[src/rtl/hosted_npu_irq_ctrl_pkg.sv]
// hosted_npu_irq_ctrl_pkg
// Shared definitions for the hosted NPU interrupt/reset controller:
//   - register word addresses
//   - per-channel interrupt mode encoding
//   - CLAIM word layout and the lowest-index priority encoder behind it
package hosted_npu_irq_ctrl_pkg;

  localparam int unsigned IRQ_PENDING  = 0;
  localparam int unsigned IRQ_ENABLE   = 1;
  localparam int unsigned IRQ_MODE     = 2;
  localparam int unsigned IRQ_RST_CTRL = 3;
  localparam int unsigned IRQ_CLAIM    = 4;

  typedef enum logic {
    IRQ_LEVEL = 1'b0,
    IRQ_EDGE  = 1'b1
  } irq_mode_e;

  localparam int unsigned CLAIM_VALID_BIT = 31;
  localparam int unsigned CLAIM_ID_LSB    = 0;
  localparam int unsigned CLAIM_ID_W      = 5;

  typedef struct packed {
    logic                  valid;
    logic [CLAIM_ID_W-1:0] id;
  } claim_t;

  // Scans from the top down so the last hit written is the lowest index.
  function automatic claim_t find_lowest(input logic [31:0] vec);
    claim_t c;
    c.valid = 1'b0;
    c.id    = '0;
    for (int i = 31; i >= 0; i--) begin
      if (vec[i]) begin
        c.valid = 1'b1;
        c.id    = CLAIM_ID_W'(i);
      end
    end
    return c;
  endfunction

  function automatic logic [31:0] claim_word(input claim_t c);
    logic [31:0] w;
    w = '0;
    w[CLAIM_VALID_BIT]                 = c.valid;
    w[CLAIM_ID_LSB +: CLAIM_ID_W]      = c.id;
    return w;
  endfunction

endpackage

[src/rtl/hosted_npu_irq_ctrl_rst_pulse.sv]
// hosted_npu_rst_pulse
// One NPU soft-reset sequencer: a down-counter loaded with RST_CYCLES on
// srst or on an accepted start, held at 0 when idle.
//   clk       in  system clock
//   srst      in  synchronous active-high reset (restarts the pulse)
//   start     in  request a new pulse; ignored while busy
//   busy      out pulse in progress
//   npu_rst_n out active-low reset to the NPU, low exactly while busy
module hosted_npu_rst_pulse #(
  parameter int RST_CYCLES = 16
) (
  input  logic clk,
  input  logic srst,
  input  logic start,
  output logic busy,
  output logic npu_rst_n
);

  localparam int CNT_W = $clog2(RST_CYCLES + 1);

  logic [CNT_W-1:0] cnt_q;

  // A start while the counter is non-zero is dropped, so a pulse is never extended.
  always_ff @(posedge clk) begin
    if (srst) begin
      cnt_q <= CNT_W'(RST_CYCLES);
    end else if (cnt_q != '0) begin
      cnt_q <= cnt_q - CNT_W'(1);
    end else if (start) begin
      cnt_q <= CNT_W'(RST_CYCLES);
    end
  end

  assign busy      = (cnt_q != '0);
  assign npu_rst_n = ~busy;

endmodule

[src/rtl/hosted_npu_irq_ctrl.sv]
// hosted_npu_irq_ctrl
// Collects N_CH NPU interrupt lines into one registered host interrupt and
// sequences per-NPU soft-reset pulses, all driven through a small register port.
//   clk, srst           clock, synchronous active-high reset
//   irq_in[N_CH]        NPU interrupt lines (synchronous to clk)
//   npu_rst_n[N_CH]     per-NPU active-low reset
//   irq_core            |(pending & enable), registered
//   reg_valid/write/addr/wdata   register request (always accepted)
//   reg_ready           constant 1
//   reg_rvalid/rdata    read response, one cycle after the request
module hosted_npu_irq_ctrl
  import hosted_npu_irq_ctrl_pkg::*;
#(
  parameter int N_CH       = 4,
  parameter int RST_CYCLES = 16,
  parameter int ADDR_W     = 3
) (
  input  logic              clk,
  input  logic              srst,
  input  logic [N_CH-1:0]   irq_in,
  output logic [N_CH-1:0]   npu_rst_n,
  output logic              irq_core,
  input  logic              reg_valid,
  input  logic              reg_write,
  input  logic [ADDR_W-1:0] reg_addr,
  input  logic [31:0]       reg_wdata,
  output logic              reg_ready,
  output logic              reg_rvalid,
  output logic [31:0]       reg_rdata
);

  logic [N_CH-1:0] pending_q, enable_q, mode_q, hist_q;
  logic [N_CH-1:0] busy, rst_start, force_clr, w1c, claim_clr;
  logic [N_CH-1:0] pending_d, hist_d;
  logic            wr_en, rd_en;
  logic            sel_pending, sel_enable, sel_mode, sel_rst, sel_claim;
  claim_t          claim;
  logic [31:0]     rd_data;
  logic            unused_wdata;

  assign wr_en       = reg_valid & reg_write;
  assign rd_en       = reg_valid & ~reg_write;
  assign sel_pending = (reg_addr == ADDR_W'(IRQ_PENDING));
  assign sel_enable  = (reg_addr == ADDR_W'(IRQ_ENABLE));
  assign sel_mode    = (reg_addr == ADDR_W'(IRQ_MODE));
  assign sel_rst     = (reg_addr == ADDR_W'(IRQ_RST_CTRL));
  assign sel_claim   = (reg_addr == ADDR_W'(IRQ_CLAIM));

  assign reg_ready    = 1'b1;
  assign unused_wdata = ^reg_wdata;

  assign claim     = find_lowest(32'(pending_q & enable_q));
  assign w1c       = (wr_en && sel_pending) ? reg_wdata[N_CH-1:0] : '0;
  assign rst_start = (wr_en && sel_rst) ? reg_wdata[N_CH-1:0] : '0;
  // Including the start cycle keeps pending at 0 for every cycle npu_rst_n is low.
  assign force_clr = busy | rst_start;

  for (genvar g = 0; g < N_CH; g++) begin : g_rst
    hosted_npu_rst_pulse #(
      .RST_CYCLES(RST_CYCLES)
    ) u_rst_pulse (
      .clk      (clk),
      .srst     (srst),
      .start    (rst_start[g]),
      .busy     (busy[g]),
      .npu_rst_n(npu_rst_n[g])
    );
  end

  always_comb begin
    claim_clr = '0;
    if (rd_en && sel_claim && claim.valid) begin
      claim_clr = N_CH'(1) << claim.id;
    end
  end

  // Edge history is held at 1 during a reset pulse so an already-high line
  // does not register as a fresh edge on release. In edge mode a new edge
  // beats a simultaneous W1C/claim clear.
  always_comb begin
    pending_d = '0;
    hist_d    = '1;
    for (int i = 0; i < N_CH; i++) begin
      if (!force_clr[i]) begin
        hist_d[i] = irq_in[i];
        if (irq_mode_e'(mode_q[i]) == IRQ_EDGE) begin
          pending_d[i] = (irq_in[i] & ~hist_q[i]) |
                         (pending_q[i] & ~(w1c[i] | claim_clr[i]));
        end else begin
          pending_d[i] = irq_in[i];
        end
      end
    end
  end

  always_comb begin
    rd_data = '0;
    if (sel_pending)      rd_data = 32'(pending_q);
    else if (sel_enable)  rd_data = 32'(enable_q);
    else if (sel_mode)    rd_data = 32'(mode_q);
    else if (sel_rst)     rd_data = 32'(busy);
    else if (sel_claim)   rd_data = claim_word(claim);
  end

  always_ff @(posedge clk) begin
    if (srst) begin
      pending_q  <= '0;
      enable_q   <= '0;
      mode_q     <= '0;
      hist_q     <= '1;
      irq_core   <= 1'b0;
      reg_rvalid <= 1'b0;
      reg_rdata  <= '0;
    end else begin
      pending_q <= pending_d;
      hist_q    <= hist_d;
      if (wr_en && sel_enable) enable_q <= reg_wdata[N_CH-1:0];
      if (wr_en && sel_mode)   mode_q   <= reg_wdata[N_CH-1:0];
      irq_core   <= |(pending_q & enable_q);
      reg_rvalid <= rd_en;
      reg_rdata  <= rd_en ? rd_data : '0;
    end
  end

endmodule

[config.mk]
export PLATFORM = sky130hd
export DESIGN_NAME = hosted_npu_irq_ctrl
export DESIGN_NICKNAME = d
export VERILOG_FILES = /design/src/rtl/hosted_npu_irq_ctrl_pkg.sv /design/src/rtl/hosted_npu_irq_ctrl_rst_pulse.sv /design/src/rtl/hosted_npu_irq_ctrl.sv
export SDC_FILE = /design/constraint.sdc
export NUM_CORES = 1
export LEC_CHECK = 0
export CAP_MARGIN = 10
export CORE_MARGIN = 1
export CORE_UTILIZATION = 62
export CTS_BUF_LIST = sky130_fd_sc_hd__clkbuf_8
export DETAILED_ROUTE_END_ITERATION = 12
export DONT_BUFFER_PORTS = 1
export GPL_TIMING_DRIVEN = 0
export PLACE_DENSITY = 0.86
export SYNTH_ARGS = -nofsm -noshare
export SYNTH_HDL_FRONTEND = slang
export SYNTH_SLANG_ARGS = --single-unit
[constraint.sdc]
create_clock -name clk -period 4.04 [get_ports clk]
set_input_delay 0.606 -clock clk [delete_from_list [all_inputs] [get_ports clk]]
set_output_delay 0.606 -clock clk [all_outputs]
set_load 0.02 [all_outputs]
### Word-level counts from Yosys, hierarchy flattened

Cells that the tools add are included.

| storage, ports and cells | value |
|---|---|
| register bits after elaboration | 70 |
| latch bits | 0 |
| memory bits (writable) | 0 |
| memory bits (read-only) | 0 |
| output and inout bits | 39 |
| logic and storage cells | 139 |
| memories kept | 0 |

| operators by class | value |
|---|---|
| $add $sub $neg | 4 |
| multiply operators | 0 |
| divide/modulo/power cells | 0 |
| order comparisons | 0 |
| equal/unequal tests | 4 |
| shifts and indexed selects | 1 |
| muxes and demuxes | 52 |
| bitwise logic cells | 36 |
| reductions and logical operators | 23 |

Operators by type and width:

| cell | count |
|---|---|
| $mux 6 | 32 |
| $mux 5 | 8 |
| $mux 4 | 8 |
| $reduce_bool 5->1 | 4 |
| $sub 5x1->5 const B | 4 |
| $not 1->1 | 15 |
| $and 1x1->1 | 10 |
| $reduce_or 2->1 | 5 |
| $and 4x4->4 | 2 |
| $or 1x1->1 | 8 |
| $reduce_bool 2->1 | 4 |
| $reduce_or 7->1 | 1 |
| $eq 3x2->1 const B | 2 |
| $logic_and 1x1->1 | 6 |
| $reduce_or 6->1 | 1 |
| $shl 1x5->4 const A | 1 |
| $mux 1 | 4 |
| $or 4x4->4 | 1 |
| $reduce_or 4->1 | 1 |
| $eq 3x1->1 const B | 1 |
| $eq 3x3->1 const B | 1 |
| $logic_not 3->1 | 1 |

### Longest topological paths before layout

| logic depth | value |
|---|---|
| depth after elaboration | 39 |
| mapped depth | 7 |
| mapped depth without buffers | 7 |

### Modules after synthesis

From an unflattened synthesis, not the netlist that was laid out.

| unflattened totals | value |
|---|---|
| cells, all modules | 257 |
| area total of the unflattened synthesis | 2364.8 um^2 |

By module, submodules not included:

| module | instances | cells each | area an instance (um^2) | sequential area each (um^2) |
|---|---|---|---|---|
| hosted_npu_irq_ctrl | 1 | 153 | 1363.8 | 460.4 |
| hosted_npu_rst_pulse | 4 | 26 | 250.2 | 100.1 |

### Worst setup path before layout

OpenSTA, ideal clock, no wires.

| timing | value |
|---|---|
| path kind | reg-to-output |
| start | register g_rst[1].u_rst_pulse.cnt_q[0] |
| end | output port npu_rst_n[1] |
| arrival | 1.279 ns |
| data required time | 3.434 ns |
| setup slack | 2.155 ns |
| stages on the path, launching flop included | 6 |
| path buffers | 1 |
| cells stage by stage | dfxtp_1 > inv_1 > ha_1 > or4b_4 > inv_1 > buf_4 |

| between the ends | value |
|---|---|
| word-level cells in the longest chain between the ends | 2 |

RTL lines:

| what | line | RTL |
|---|---|---|
| start, declared | hosted_npu_irq_ctrl_rst_pulse.sv:21 | `logic [CNT_W-1:0] cnt_q;` |
| start signal, assigned | hosted_npu_irq_ctrl_rst_pulse.sv:26 | `cnt_q <= CNT_W'(RST_CYCLES);` |
| start signal, assigned | hosted_npu_irq_ctrl_rst_pulse.sv:28 | `cnt_q <= cnt_q - CNT_W'(1);` |
| start signal, assigned | hosted_npu_irq_ctrl_rst_pulse.sv:30 | `cnt_q <= CNT_W'(RST_CYCLES);` |
| $reduce_bool 5->1 | hosted_npu_irq_ctrl_rst_pulse.sv:34 | `assign busy = (cnt_q != '0);` |
| $not 1->1 | hosted_npu_irq_ctrl_rst_pulse.sv:35 | `assign npu_rst_n = ~busy;` |
| end, declared | hosted_npu_irq_ctrl.sv:21 | `output logic [N_CH-1:0] npu_rst_n,` |

Every way passes these cells.

### Worst setup path in the final report

Ends and elaborated chain as after synthesis.

==> metrics.yaml <==
outcome:
  outcome: "completed"
floorplanning:
  die_x_um: 63.2
  die_y_um: 63.2
  die_area_um2: 3990
  rows: 21
  ios: 82
  core_area_um2: 3470
  start_util_pct: 66.9
cts:
  root_buffer: "clkbuf_8"
  clock-sinks: 43
  cts_tree: "yes"
  postCtsHoldBufs: 0
  clk_latency_ps: 300
  cts_max_level: 2
  numCtsBuffers: 5
  cts_setup_buffers: 0
  cts.clk_slew.worst_paths_ps: 70
  clk_path_buf_depth: 2
  cts_resized: 0
power_and_ir_drop:
  p_switching_uw: 456
  ir_drop_uv: 339
  p_int_uw: 864
  power.clock.fraction_pct: 18.8
  total_leakage_power_uw: 0.00112
  p_per_area_nw_per_um2: 518
  swShare_pct: 34.6
  seqPwrFrac_pct: 45.9
  p_comb_share_pct: 35.3
placement:
  dp_hpwl_um: 3320
  place_area_um2: 2470
  gp_congestion: 0.874
  io_buffer_count: 0
layout:
  syn_to_final_growth_pct: 9.82
  layout_common_cells: "43 x dfxtp_1, 32 x buf_4, 28 x conb_1"
  finalInstanceArea_um2: 2550
  finalNetCount: 344
  final_common_cell: "dfxtp_1"
  post_route_cells_drive_above_1_share_pct: 18.8
  post-route-util_pct: 73.4
  antenna-diode-count: 0
setup_path:
  r2r_start: "g_rst[3].u_rst_pulse.cnt_q[0]"
  cp.depth: 5
  crit_end: "npu_rst_n[1]"
  crit_buf_inv: 3
  crit_chain: "inv_1 -> ha_1 -> or4b_4 -> inv_1 -> buf_4"
  worst-path-max-fanout: 5
  r2r_end: "reg_rdata[3]"
  critPathKind: "flip-flop to output port"
  end_kind: "output port"
  timing.critical_path.mode_cell: "inv_1"
  crit_family: "simple AND/OR/NAND/NOR gates"
  rr_worst_depth: 5
  cp_data_arrival_time_ps: 1750
  startpoint: "g_rst[1].u_rst_pulse.cnt_q[0]"
  worstPathRequired_ps: 3430
  crit_slowest_cell: "or4b_4"
  slowest_delay_ps: 510
  cp-start-kind: "flip-flop"
  r2r_slack_ps: 2210
yosys:
  seq_area_frac_synth_pct: 37.1
  synth_top_area_share_pct: 37.1
  synth-edff-count: 0
  synth_area_leaders: "dfxtp_1 37%, buf_4 10%, ha_1 4.3%, mux2i_1 4.3%, nand2_1 4.2%"
  avgSynthCellArea_um2: 8.92
  synth_cell_types: 44
  yosysTopAreaCell: "dfxtp_1"
  synthCells: 260
  syn-cell-area_um2: 2320
  ys_ff_latch: 43
  synth-main-ff-cell: "dfxtp_1"
  ys_async_sr_fraction_pct: 0
  synth_warnings: 0
timing:
  max_slew_margin_pct: 61.5
  final_hold_viol_count: 0
  clock-skew-final_ps: 4.92
  fin_tns_setup_ps: 0
  fmax_mhz: 425
  post-route-period-util_pct: 58.2
  worst_slew_pin_slew_ps: 578
  finalMaxSlewViolations: 0
  rsz0062_at_grt: "false"
  setup_viol: 0
  min_period_ps: 2350
  whs_ps: 405
global_route:
  antenna_found_initial: 0
  grt_usage_pct: 24.3
  grt_pass1_vias: 1716
  grt_max_degree: 12
  grt_pass1_wl_um: 7510
  grt_overflow: 0
route:
  first_pass_iters: 4
  initialDrtViolationCount: 130
  drc: 0
  drt-wirelength-per-cell_um: 13.2
  vias_per_cell: 5.41
  ant_nets: 0
  routed_wl_um: 4470
  vias: 1828
worst_hold_path:
  holdCritPathClass: "primary input to flip-flop"
run:
  cap_violations: 0
## sequential cells by signal (all words and copies together), names as in the netlist
name / count
reg_rdata: 5
enable_q: 4
irq_core: 1
pending_q: 4
mode_q: 4
hist_q: 4
reg_rvalid: 1
g_rst.u_rst_pulse.cnt_q: 20
## cells by family (layout without fill, tap and decap cells)
kind of cell               after synthesis  in the layout  synth area share, %
and+or+nand+nor                         95             95                 21.5
buffers and inverters                   52             58                 13.8
DFF                                     43             43                 37.1
AOI/OAI and AO/OA                       39             39                 12.9
muxes                                   15             15                 7.71
adders and majority gates                8              8                 4.32
xor gates and xnor gates                 6              6                 2.27
other                                    2             28                0.324
## routing by layer
layer  track usage, %  vias to the layer above  wire (um)
met3             6.16                        5        349
li1                 -                      892          -
met1             28.7                      847       1830
met4             10.8                        0         63
met2             41.0                       84       2230
met5                0                        -          0
## how the worst min path moves through the flow
stage                                   from                            end  depth (start not counted)
2_1_floorplan  g_rst[0].u_rst_pulse.cnt_q[1]  g_rst[0].u_rst_pulse.cnt_q[1]                          2
3_3_place_gp   g_rst[0].u_rst_pulse.cnt_q[1]  g_rst[0].u_rst_pulse.cnt_q[1]                          2
3_5_place_dp   g_rst[0].u_rst_pulse.cnt_q[1]  g_rst[0].u_rst_pulse.cnt_q[1]                          2
4_1_cts                            irq_in[1]                      hist_q[1]                          1
5_1_grt                            irq_in[2]                      hist_q[2]                          1
6_report                           irq_in[1]                      hist_q[1]                          1
## power by group through the flow
stage	Clock [uW]	Combinational, uW	Sequential, uW
floorplan	0	406	594
global placement	0	445	607
detailed placement	0	468	612
CTS	251	470	604
global route	269	529	622
finish	248	466	606
## metrics by stage
stage,total power [uW],worst slack (ps),cells
floorplan,1000,2150,286
global placement,1050,2050,332
detailed placement,1080,2020,332
CTS,1320,1690,338
global route,1420,1630,338
finish,1320,1690,338
## synth_stat cells, drive strengths merged (3+ instances only)
cell / count
ha: 8
mux2i: 10
mux2: 3
buf: 37
xnor2: 5
nor2b: 7
o21ai: 6
nand2b: 8
nand2: 26
nor2: 25
a21oi: 8
nand3: 6
o2111ai: 3
a21boi: 4
dfxtp: 43
a311oi: 3
nor3: 11
or4b: 4
inv: 13
## layout make-up
class / count / area [um^2]
tap: 46 / 57.6
fill: 266 / 921
clock inverter: 1 / 3.75
clock buffer: 5 / 68.8
multi-input combinational: 191 / 1240
inverter: 13 / 48.8
sequential: 43 / 861
buffer: 39 / 272
Note: power is estimated with default switching activity, not from simulation.
==> variant 1, RTL diff (same settings) <==
Put one more register stage on the output `irq_core`, with the module's reset. The value now appears one clock later. The other outputs are not delayed to match. Comments in the files are not updated.
--- a/src/rtl/hosted_npu_irq_ctrl.sv
+++ b/src/rtl/hosted_npu_irq_ctrl.sv
@@ -30,2 +30,4 @@
 );
+
+  logic irq_core_s0;
 
@@ -110,3 +112,3 @@
       hist_q     <= '1;
-      irq_core   <= 1'b0;
+      irq_core_s0 <= 1'b0;
       reg_rvalid <= 1'b0;
@@ -118,3 +120,3 @@
       if (wr_en && sel_mode)   mode_q   <= reg_wdata[N_CH-1:0];
-      irq_core   <= |(pending_q & enable_q);
+      irq_core_s0 <= |(pending_q & enable_q);
       reg_rvalid <= rd_en;
@@ -124,2 +126,10 @@
 
+  always_ff @(posedge clk) begin
+    if (srst) begin
+      irq_core <= '0;
+    end else begin
+      irq_core <= irq_core_s0;
+    end
+  end
+
 endmodule
Behaviour: same outputs for any inputs over 10 cycles, from zero or initial values and one cycle with srst high; that may be too few to reach the edited logic, so the function may still have changed.
==> variant 1 against the original RTL <==
Power rose by 1.1%; sequential cell count increased by 1; wire length up 3.6%; combinational power is 4% lower; synthesized area shrank 0.27%; cell area grew 0.44%; worst setup slack better by 0.090 ns; core utilization is 0.89 points higher; critical endpoint unchanged.
==> variant 1: results (changes against the original RTL) <==
\begin{tabular}{lr}
\hline
Metric & Value \\
\hline
\multicolumn{2}{l}{\textbf{Cells and area}} \\
\quad Layout clock area frac & 3.52\% (+0.67 points) \\
\quad Layout cells sized above 1 & 17.8\% (-1.1 points) \\
\quad Clk\_buf instances & 6 (+1) \\
\quad Number of fill cells in the layout & 257 (-3.4\%) \\
\quad NonClk Buf Share & 10.4\% (-0.24 points) \\
\quad Area used by sequential logic in the layout & 881 sq um (+2.3\%) \\
\quad Final-stage net count & 348 (+1.2\%) \\
\quad Number of standard cells in the layout, taps in and fillers out & 344 (+1.8\%) \\
\quad Fraction of area in multi-input gates & 47.3\% (-1.2 points) \\
\multicolumn{2}{l}{\textbf{Placed design}} \\
\quad Placed instance area & 0.00247 sq mm (-0.25\%) \\
\quad Minimum setup slack after placement & 2.05 ns (+0.0310 ns) \\
\quad Routability congestion estimate & 0.862 (-1.3\%) \\
\multicolumn{2}{l}{\textbf{Outcome}} \\
\quad Outcome & finished, final reports clean \\
\multicolumn{2}{l}{\textbf{Synth}} \\
\quad Post-Synthesis Cell Area & 0.00231 sq mm (-0.27\%) \\
\quad Number of flip-flops and latches in the synthesized netlist & 44 (+2.3\%) \\
\quad Post-synthesis sequential area ratio & 38.1\% (+0.97 points) \\
\quad Post-Syn Instances & 264 (+1.5\%) \\
\quad Area contributors post-synth & sky130\_fd\_sc\_hd\_\_dfxtp\_1, sky130\_fd\_sc\_hd\_\_buf\_4, sky130\_fd\_sc\_hd\_\_ha\_1, sky130\_fd\_sc\_hd\_\_nor2\_1, sky130\_fd\_sc\_hd\_\_nand2\_1 \\
\quad Post-synthesis cell type count & 41 (-6.8\%) \\
\multicolumn{2}{l}{\textbf{Timing}} \\
\quad Relative slew slack & 63.3\% (+1.9 points) \\
\quad Worst setup skew after layout & 0.00290 ns (-0.00202 ns) \\
\quad Worst hold slack across all endpoints & 0.386 ns (-0.0194 ns) \\
\multicolumn{2}{l}{\textbf{Setup path}} \\
\quad Setup slack, reg-to-reg & 2.16 ns (-0.05 ns) \\
\quad Worst reg2reg endpoint & reg\_rdata[2]\$\_SDFF\_PP0\_ \\
\quad Reg-to-reg critical path startpoint & g\_rst[2].u\_rst\_pulse.cnt\_q[0]\$\_SDFFE\_PP0P\_ \\
\multicolumn{2}{l}{\textbf{Global routing}} \\
\quad Vias in the first global route & 1768 (+3.0\%) \\
\quad Global-route wire length before repair & 7470 microns (-0.47\%) \\
\quad Met1 demand-to-capacity share in global routing & 26.4\% (-2.3 points) \\
\quad GR Util All Layers & 24.2\% (-0.051 points) \\
\multicolumn{2}{l}{\textbf{Power and ir drop}} \\
\quad Leakage power of the design & 1.11 nW (-0.67\%) \\
\quad VDD IR max & 0.324 mV (-4.5\%) \\
\multicolumn{2}{l}{\textbf{Route}} \\
\quad Met2 wirelength from detailed routing & 2310 microns (+3.8\%) \\
\quad Total wire length & 4630 microns (+3.6\%) \\
\multicolumn{2}{l}{\textbf{Worst hold path}} \\
\quad Endpoint with the worst hold slack & reg\_rdata[3]\$\_SDFF\_PP0\_ \\
\hline
\end{tabular}
variant 1: cell count changes in the layout (fill, tap and decap cells not counted), sizes merged, moves of 3 or more:
cell    delta
a21oi      +3
buf        -4
clkbuf     +5
nand2b     -4
nand3      +5
nor3       -3
variant 1: cells by family (layout without fill, tap and decap cells):
group,after synthesis,after routing,share of synthesized area [%]
multiplexers,14,14,7.36
buffers and inverters,53,61,13.8
other,2,28,0.325
adder cells (fa/ha/maj),8,8,4.33
AND/OR/NAND/NOR,98,98,22.2
AO/OA/AOI/OAI,40,40,12.0
flip-flops,44,44,38.1
XOR/XNOR,5,5,1.89
variant 1: power breakdown:
| group | leakage (nW) | internal (mW) | total (mW) | switching, mW |
|---|---|---|---|---|
| sequential | 0.361 | 0.520 | 0.606 | 0.0857 |
| clock | 0.0538 | 0.135 | 0.280 | 0.145 |
| combinational | 0.695 | 0.218 | 0.448 | 0.231 |
| total | 1.11 | 0.873 | 1.33 | 0.462 |
==> variant 2, RTL diff (config.mk and constraints unchanged) <==
Made on the original files. Change the parameter `ADDR_W` from 3 to 4.
--- a/src/rtl/hosted_npu_irq_ctrl.sv
+++ b/src/rtl/hosted_npu_irq_ctrl.sv
@@ -15,3 +15,3 @@
   parameter int RST_CYCLES = 16,
-  parameter int ADDR_W     = 3
+  parameter int ADDR_W     = 4
 ) (
Interface: changed (resized reg_addr); port bits go from 82 to 83. No check against the original RTL was run, so the function may have changed too.
==> variant 2 against the original RTL <==
Non-clock buffer count is the same; die area shrank 0.30%; power grew 5.4%; wire length grew 5.5%; worst setup slack lost 0.012 ns; fmax shrank 0.51%; synthesized area shrank 0.32%; cell area grew 0.88%; final cell count grew 0.89%; sequential cell count is the same; largest cell class unchanged.
==> variant 2: results (changes against the original RTL) <==
\begin{tabular}{lr}
\hline
Metric & Value \\
\hline
\multicolumn{2}{l}{\textbf{Cells and area}} \\
\quad Number of fill cells in the layout & 276 (+3.8\%) \\
\quad Signal inverters & 15 (+2) \\
\quad Layout cells sized above 1 & 16.6\% (-2.2 points) \\
\quad Final-stage net count & 347 (+0.87\%) \\
\quad Layout clock area frac & 3.99\% (+1.1 points) \\
\quad NonClk Buf Share & 10.5\% (-0.19 points) \\
\quad Total area of multi-input combinational cells & 0.00122 sq mm (-1.0\%) \\
\multicolumn{2}{l}{\textbf{Setup path}} \\
\quad Cell with the biggest individual delay on the critical path & sky130\_fd\_sc\_hd\_\_or4b\_1 \\
\quad Worst r2r path cells & 7 (+2) \\
\quad Worst reg2reg endpoint & reg\_rdata[1]\$\_SDFF\_PP0\_ \\
\multicolumn{2}{l}{\textbf{Global routing}} \\
\quad GR Util All Layers & 25.3\% (+1.1 points) \\
\quad Pin count of the biggest net entering global routing & 13 (+1) \\
\quad Global-route wire length before repair & 7860 microns (+4.7\%) \\
\quad Vias in the first global route & 1726 (+0.58\%) \\
\multicolumn{2}{l}{\textbf{Route}} \\
\quad Via-to-Cell Ratio & 5.45 (+0.80\%) \\
\quad Starting DRT DRC Count & 126 (-3.1\%) \\
\multicolumn{2}{l}{\textbf{Synth}} \\
\quad Post-synthesis sequential area ratio & 37.2\% (+0.12 points) \\
\quad Post-synthesis cell type count & 51 (+16\%) \\
\quad Post-synth top cells & sky130\_fd\_sc\_hd\_\_dfxtp\_1, sky130\_fd\_sc\_hd\_\_buf\_4, sky130\_fd\_sc\_hd\_\_nor2\_1 \\
\quad Area contributors post-synth & sky130\_fd\_sc\_hd\_\_dfxtp\_1, sky130\_fd\_sc\_hd\_\_buf\_4, sky130\_fd\_sc\_hd\_\_ha\_1, sky130\_fd\_sc\_hd\_\_mux2i\_1, sky130\_fd\_sc\_hd\_\_nor2\_1 \\
\quad Post-Syn Area per Cell & 8.83 sq um (-1.1\%) \\
\multicolumn{2}{l}{\textbf{Worst hold path}} \\
\quad Endpoint with the worst hold slack & hist\_q[0]\$\_SDFF\_PP1\_ \\
\quad Start point of the worst hold path & irq\_in[0] \\
\multicolumn{2}{l}{\textbf{Power and ir drop}} \\
\quad Int Power & 0.922 mW (+6.7\%) \\
\quad Leakage power of the design & 1.23 nW (+10\%) \\
\multicolumn{2}{l}{\textbf{Outcome}} \\
\quad Outcome & finished, final reports clean \\
\multicolumn{2}{l}{\textbf{Placed design}} \\
\quad Placed Cells incl. Taps & 334 (+0.60\%) \\
\quad Placed instance area & 0.00247 sq mm (-0.30\%) \\
\quad HPWL after detailed placement & 3530 microns (+6.3\%) \\
\hline
\end{tabular}
[variant 2: cell types whose count changed after synthesis, sizes merged, moves of 2 or more]
cell / change
buf: -3
o21ai: -2
and3: +3
nor2b: -3
nand2: -6
a31oi: +2
o2111ai: -2
clkbuf: +3
a21o: +2
inv: +2
[variant 2: cell families (layout without fill, tap and decap cells)]
| group | after synthesis | after routing | share of synthesized area, % |
|---|---|---|---|
| compound gates | 43 | 43 | 13.6 |
| simple gates | 93 | 93 | 21.3 |
| buf+inv | 54 | 61 | 14.1 |
| fa+ha+maj | 8 | 8 | 4.33 |
| other cells | 2 | 28 | 0.325 |
| flops | 43 | 43 | 37.2 |
| xor+xnor | 5 | 5 | 1.89 |
| mux | 14 | 14 | 7.25 |
[variant 2: worst max path at each step]
stage                     slack [ns]                     end  depth (start not counted)                                  startpoint
after CTS                       1.69            npu_rst_n[1]                          5  g_rst[1].u_rst_pulse.cnt_q[0]$_SDFFE_PP0P_
after global routing            1.59            npu_rst_n[1]                          5  g_rst[1].u_rst_pulse.cnt_q[0]$_SDFFE_PP0P_
final                           1.67            npu_rst_n[1]                          5  g_rst[1].u_rst_pulse.cnt_q[0]$_SDFFE_PP0P_
after detailed placement        1.88  mode_q[0]$_SDFFE_PP0P_                          5                                 reg_addr[2]
after global placement          1.99  mode_q[3]$_SDFFE_PP0P_                          5                                 reg_addr[2]
after floorplan                 2.15            npu_rst_n[2]                          5  g_rst[2].u_rst_pulse.cnt_q[0]$_SDFFE_PP0P_
[variant 2: layer usage]
layer | up-vias | part of all wire (%) | track usage [%]
li1 | 911 | - | -
met1 | 830 | 42 | 31.0
met2 | 102 | 47 | 41.1
met3 | 16 | 8.5 | 6.34
met4 | 0 | 2.6 | 12.2
met5 | - | 0 | 0
